`config.mk`:
```
export PLATFORM = sky130hd
export DESIGN_NAME = cond_incr_executor
export DESIGN_NICKNAME = d
export VERILOG_FILES = /design/src/rtl/cond_incr_executor.sv
export SDC_FILE = /design/constraint.sdc
export NUM_CORES = 2
export LEC_CHECK = 0
export BUFFER_PORTS_ARGS = -buffer_cell sky130_fd_sc_hd__buf_2
export CAP_MARGIN = 20
export CORE_MARGIN = 8
export CORE_UTILIZATION = 45
export DETAILED_ROUTE_END_ITERATION = 10
export SYNTH_ARGS = -nofsm -noshare
export SYNTH_HDL_FRONTEND = slang
export SYNTH_SLANG_ARGS = --single-unit
```
`constraint.sdc`:
```
create_clock -name clk -period 29.5 [get_ports clk]
set_input_delay 1.475 -clock clk [delete_from_list [all_inputs] [get_ports clk]]
set_output_delay 1.475 -clock clk [all_outputs]
set_load 0.02 [all_outputs]
```
`src/rtl/cond_incr_executor.sv`:
```
// Conditional-increment executor: accepts one encoded op per handshake, reads its operands
// from an internal register file one per cycle, compares, optionally sets a flag, and increments.
module cond_incr_executor #(
    parameter int NREGS  = 16,
    parameter int AW     = $clog2(NREGS),
    parameter int NFLAGS = 8,
    parameter int FW     = $clog2(NFLAGS + 1)
) (
    input  logic              clk,
    input  logic              rst,
    input  logic              in_valid,
    output logic              in_ready,
    input  logic [AW-1:0]     in_target,
    input  logic [2:0]        in_cmp_op,
    input  logic              in_cmp_is_addr,
    input  logic [31:0]       in_cmp_val,
    input  logic              in_inc_is_addr,
    input  logic [31:0]       in_inc_val,
    input  logic [FW-1:0]     in_set_flag,
    input  logic [FW-1:0]     in_cond_flag,
    input  logic              ld_en,
    input  logic [AW-1:0]     ld_addr,
    input  logic [31:0]       ld_data,
    input  logic [AW-1:0]     dbg_addr,
    output logic [31:0]       dbg_data,
    output logic [NFLAGS-1:0] flags,
    output logic              done_valid,
    output logic              done_taken,
    output logic [31:0]       done_result
);

    typedef enum logic [2:0] {IDLE, RD_TGT, RD_CMP, RD_INC, EXEC, WB} state_t;

    state_t state_q, state_d;

    logic [31:0]       regs_q [NREGS];
    logic [NFLAGS-1:0] flags_q;

    logic [AW-1:0] target_q;
    logic [2:0]    cmpOp_q;
    logic          cmpIsAddr_q, incIsAddr_q;
    logic [31:0]   cmpVal_q, incVal_q;
    logic [FW-1:0] setSel_q, condSel_q;
    logic [31:0]   a_q, b_q, c_q;
    logic          cond_q, res_q;

    logic          accept;
    logic [AW-1:0] readAddr;
    logic [31:0]   readData;
    logic [NFLAGS-1:0] flagsShifted;
    logic          condNow;
    logic          cmpResult;
    logic [31:0]   sum;
    logic          taken;

    function automatic logic compare(input logic [2:0] op, input logic [31:0] x, input logic [31:0] y);
        case (op)
            3'd0:    return x == y;
            3'd1:    return x != y;
            3'd2:    return x < y;
            3'd3:    return x <= y;
            3'd4:    return x > y;
            3'd5:    return x >= y;
            default: return 1'b0;
        endcase
    endfunction

    always_ff @(posedge clk or posedge rst) begin
        if (rst) state_q <= IDLE;
        else     state_q <= state_d;
    end

    always_comb begin
        state_d = state_q;
        case (state_q)
            IDLE:    if (accept) state_d = RD_TGT;
            RD_TGT:  state_d = RD_CMP;
            RD_CMP:  state_d = RD_INC;
            RD_INC:  state_d = EXEC;
            EXEC:    state_d = WB;
            WB:      state_d = accept ? RD_TGT : IDLE;
            default: state_d = IDLE;
        endcase
    end

    always_comb begin
        in_ready    = (state_q == IDLE) || (state_q == WB);
        done_valid  = (state_q == WB);
        done_taken  = (state_q == WB) && taken;
        done_result = (state_q == WB) ? (taken ? sum : a_q) : 32'd0;
    end

    assign accept = in_valid && in_ready;

    // Single read port shared by the three operand-read states.
    always_comb begin
        readAddr = target_q;
        case (state_q)
            RD_CMP:  readAddr = cmpVal_q[AW-1:0];
            RD_INC:  readAddr = incVal_q[AW-1:0];
            default: readAddr = target_q;
        endcase
    end

    assign readData     = regs_q[readAddr];
    assign flagsShifted = flags_q >> condSel_q;
    assign condNow      = (condSel_q >= FW'(NFLAGS)) || flagsShifted[0];
    assign cmpResult    = compare(cmpOp_q, a_q, b_q);
    assign sum          = a_q + c_q;
    assign taken        = cond_q && res_q;
    assign dbg_data     = regs_q[dbg_addr];
    assign flags        = flags_q;

    always_ff @(posedge clk or posedge rst) begin
        if (rst) begin
            target_q    <= '0;
            cmpOp_q     <= '0;
            cmpIsAddr_q <= 1'b0;
            cmpVal_q    <= '0;
            incIsAddr_q <= 1'b0;
            incVal_q    <= '0;
            setSel_q    <= '0;
            condSel_q   <= '0;
            a_q         <= '0;
            b_q         <= '0;
            c_q         <= '0;
            cond_q      <= 1'b0;
            res_q       <= 1'b0;
            flags_q     <= '0;
        end else begin
            if (accept) begin
                target_q    <= in_target;
                cmpOp_q     <= in_cmp_op;
                cmpIsAddr_q <= in_cmp_is_addr;
                cmpVal_q    <= in_cmp_val;
                incIsAddr_q <= in_inc_is_addr;
                incVal_q    <= in_inc_val;
                setSel_q    <= in_set_flag;
                condSel_q   <= in_cond_flag;
            end
            case (state_q)
                RD_TGT: a_q <= readData;
                RD_CMP: b_q <= cmpIsAddr_q ? readData : cmpVal_q;
                RD_INC: c_q <= incIsAddr_q ? readData : incVal_q;
                EXEC: begin
                    cond_q <= condNow;
                    res_q  <= cmpResult;
                    if (condNow) begin
                        for (int i = 0; i < NFLAGS; i++) begin
                            if (setSel_q == FW'(i)) flags_q[i] <= cmpResult;
                        end
                    end
                end
                default: ;
            endcase
        end
    end

    // Preload only lands while idle-ready; a completing writeback to the same register wins.
    always_ff @(posedge clk or posedge rst) begin
        if (rst) begin
            for (int i = 0; i < NREGS; i++) regs_q[i] <= '0;
        end else begin
            if (ld_en && in_ready) regs_q[ld_addr] <= ld_data;
            if (state_q == WB && taken) regs_q[target_q] <= sum;
        end
    end

endmodule

```
==> flow_summary.toml <==
[status]
status = "completed"

[worst_setup_path]
cp_max_fo = 17
cp_slowest_stage_delay_ns = 0.83
slowest_stage = "xnor2_2"
cp_cell_sequence = "ha_1, a211oi_1, o31ai_1, a221oi_1, a211oi_1, o221ai_1, xnor2_2, nand2_1, a21oi_1, buf_2"
crit_required_ns = 28.02
r2r.worst_path.cells = 11
rrSetupSlack_ns = 24.60
path_class = "reg -> out"
reg2reg_to = "b_q[23]"
cp_common_cell = "a211oi_1"
reg2reg_from = "state_q[2]"
crit_cells = 10
arrival_ns = 4.48
end_kind = "primary output"
path_delay_family = "compound AO/OA/AOI/OAI gates"
start_kind = "register"
crit_buf_inv = 1

[detailed_routing]
vias_per_cell = 6.24
dr.pass1.iters = 5
drc_errors = 0
route.vias.total = 32485
ant_nets = 0
route.detailed.wl_per_inst_um = 27.3
routed_wl_um = 142000
drtIter0Drc = 3395

[yosys]
synth-edff-count = 0
synth.area.top_cells = "dfrtp_1 (41%), mux4_2 (15%), mux2i_1 (12%), mux2_2 (4.6%), o21ai_0 (4.4%)"
yosys.area.top_type = "dfrtp_1"
syn-cell-area_um2 = 42400
ys_seq_area_share_pct = 41.5
synthDistinctLibCells = 67
syn_inst = 3874
postSynthAreaPerCell_um2 = 10.9
async_reset_ff_share_pct = 100
ys_ff_latch = 702
ys_warn_count = 0
synth_nets = 4063
synth_top_cell_area_share_pct = 41.5
ys.flop_type = "dfrtp_1"

[die]
core_um2 = 93300
fp.dieH_um = 323
start_util_pct = 45.4
ios = 200
num_rows = 112
die_w_um = 323
dieArea_um2 = 104000

[clock_network]
htreeDepth = 3
path_clk_slew_ns = 0.06
clk_latency_ns = 0.65
clock_sinks = 702
cts_buffer_depth = 3
cts_buffers = 81
clk_root_buffer_cell = "clkbuf_16"
postCtsHoldBufs = 0
cts_tree = "built"
cts_resized = 0
post-cts-setup-buffers = 0

[pwr]
intPower_mw = 3.32
power_mw = 6.01
swShare_pct = 44.7
clock_power_share_pct = 17.0
leakage_nw = 19.3
comb_power_share_pct = 53.2
switchingPower_mw = 2.69
power_frac_seq_pct = 29.8
irDropWorstVdd_mv = 0.140
powerDensity_nw_per_um2 = 128

[sta]
final_hold_viol_count = 0
post-route-period-util_pct = 20.2
drv_slew = 0
hold_ws_ns = 0.490
worst_slew_pin_slew_ns = 1.13
setup_tns_ns = 0
setup_violations = 0
period_needed_ns = 5.95
slew_headroom_pct = 24.6
fin_skew_ns = 0.0227
rsz0062_at_grt = "no"
fmax_mhz = 168

[final_layout]
nets = 4068
final_cell_area_um2 = 47000
finalNonFillerCells = 5207
fill_cells = 8358
multi_input_area_um2 = 23300
final_common_cell = "dfrtp_1"
syn2layout_area_growth_pct = 11.0
final_cell_mix = "dfrtp_1 (700), mux2i_1 (505), nand2_1 (478), o21ai_0 (375), mux4_2 (290)"
register_area_um2 = 17600
drive_above_1_share_pct = 23.8

[global_routing]
gr-total-overflow = 0
antenna_found_initial = 23
first_global_vias = 31193
grt_use_total_pct = 26.9
grt_pass1_wl_um = 212000
grt_max_degree = 129

[placed_design]
post-dp-hpwl_um = 83200
placed_cell_area_um2 = 44300
portBuffers = 199
gp_congestion = 0.883
place_inst = 5049

[hold_path]
hp-start = "c_q[22]"
hold_path_depth = 2
hp-class = "reg -> reg"
hold_end = "c_q[22]"

[flow_run]
drv_cap = 0
[logic make-up (layout without fill, tap and decap cells)]
logic type / after synthesis / in the layout / share of synthesized area (%)
AOI/OAI and AO/OA: 852 / 852 / 11.2
xor gates and xnor gates: 30 / 30 / 0.691
adders and majority gates: 64 / 64 / 1.91
buffers and inverters: 412 / 479 / 4.18
DFF: 702 / 702 / 41.5
muxes: 968 / 968 / 32.0
other: 0 / 12 / 0
and+or+nand+nor: 846 / 846 / 8.59
[cells in the mapped netlist (70+ instances only)]
library cell and n:
a211oi_1 94, a21oi_1 279, buf_2 70, clkbuf_1 247, dfrtp_1 702, mux2_2 173, mux2i_1 505, mux4_2 290
nand2_1 484, nor2_1 173, nor2b_1 78, o21ai_0 375
[worst max path at each step]
stage                           end  slack (ns)   startpoint
floorplan                    a_q[0]        8.34          rst
global placement       dbg_data[29]       23.85  dbg_addr[0]
detailed placement     dbg_data[29]       23.80  dbg_addr[0]
CTS                 done_result[31]       23.50       a_q[6]
global route        done_result[28]       23.28      a_q[15]
finish              done_result[28]       23.55      a_q[15]
[metal layers]
metal,track usage [%],vias up,routed length (um),share of wire (%)
met2,40.8,1566,63700,45
li1,-,14168,-,-
met3,6.49,289,14000,9.8
met5,0,-,103,0.072
met4,9.06,16,4660,3.3
met1,37.8,16446,60000,42
[sequential cells by signal (all words and copies together), names as in the netlist, 8 cells and up]
name	flops
flags	8
regs_q	512
c_q	32
a_q	32
b_q	32
incVal_q	32
cmpVal_q	32
[worst register-to-register path, stage by stage, from the launching register on]
cell,delay (ns)
dfrtp_1,0.51
nand2b_1,0.69
nor2_1,0.20
a21oi_4,0.19
buf_12,0.59
buf_4,0.89
mux4_2,0.43
nor2b_1,0.13
a211oi_1,0.06
a21oi_1,0.70
mux2i_1,0.23
a21oi_1,0.20
[power by group through the flow]
| stage | clock network (mW) | logic [mW] | registers, mW |
|---|---|---|---|
| after floorplan | 0 | 2.29 | 1.63 |
| after global placement | 0 | 3.12 | 1.78 |
| after detailed placement | 0 | 3.15 | 1.78 |
| after CTS | 1.04 | 3.16 | 1.78 |
| after global routing | 1.08 | 3.43 | 1.84 |
| final | 1.02 | 3.19 | 1.79 |
[layout make-up]
type / instances / area share, %
repair buffers: 286 / 3.63
flip-flops and latches: 702 / 37.4
well taps: 1254 / 3.34
clock buffers: 129 / 5.37
multi-input cells: 2760 / 49.6
diodes: 12 / 0.0639
clock inverters: 16 / 0.285
inverters: 48 / 0.399
[per-stage QoR]
| stage | setup slack [ns] | util [%] |
|---|---|---|
| after floorplan | 8.34 | - |
| after global placement | 23.85 | 47.5 |
| after detailed placement | 23.80 | 47.5 |
| after CTS | 23.50 | 50.3 |
| after global routing | 23.28 | 50.4 |
| final | 23.55 | 50.4 |
Power figures use the tool's default switching activity.
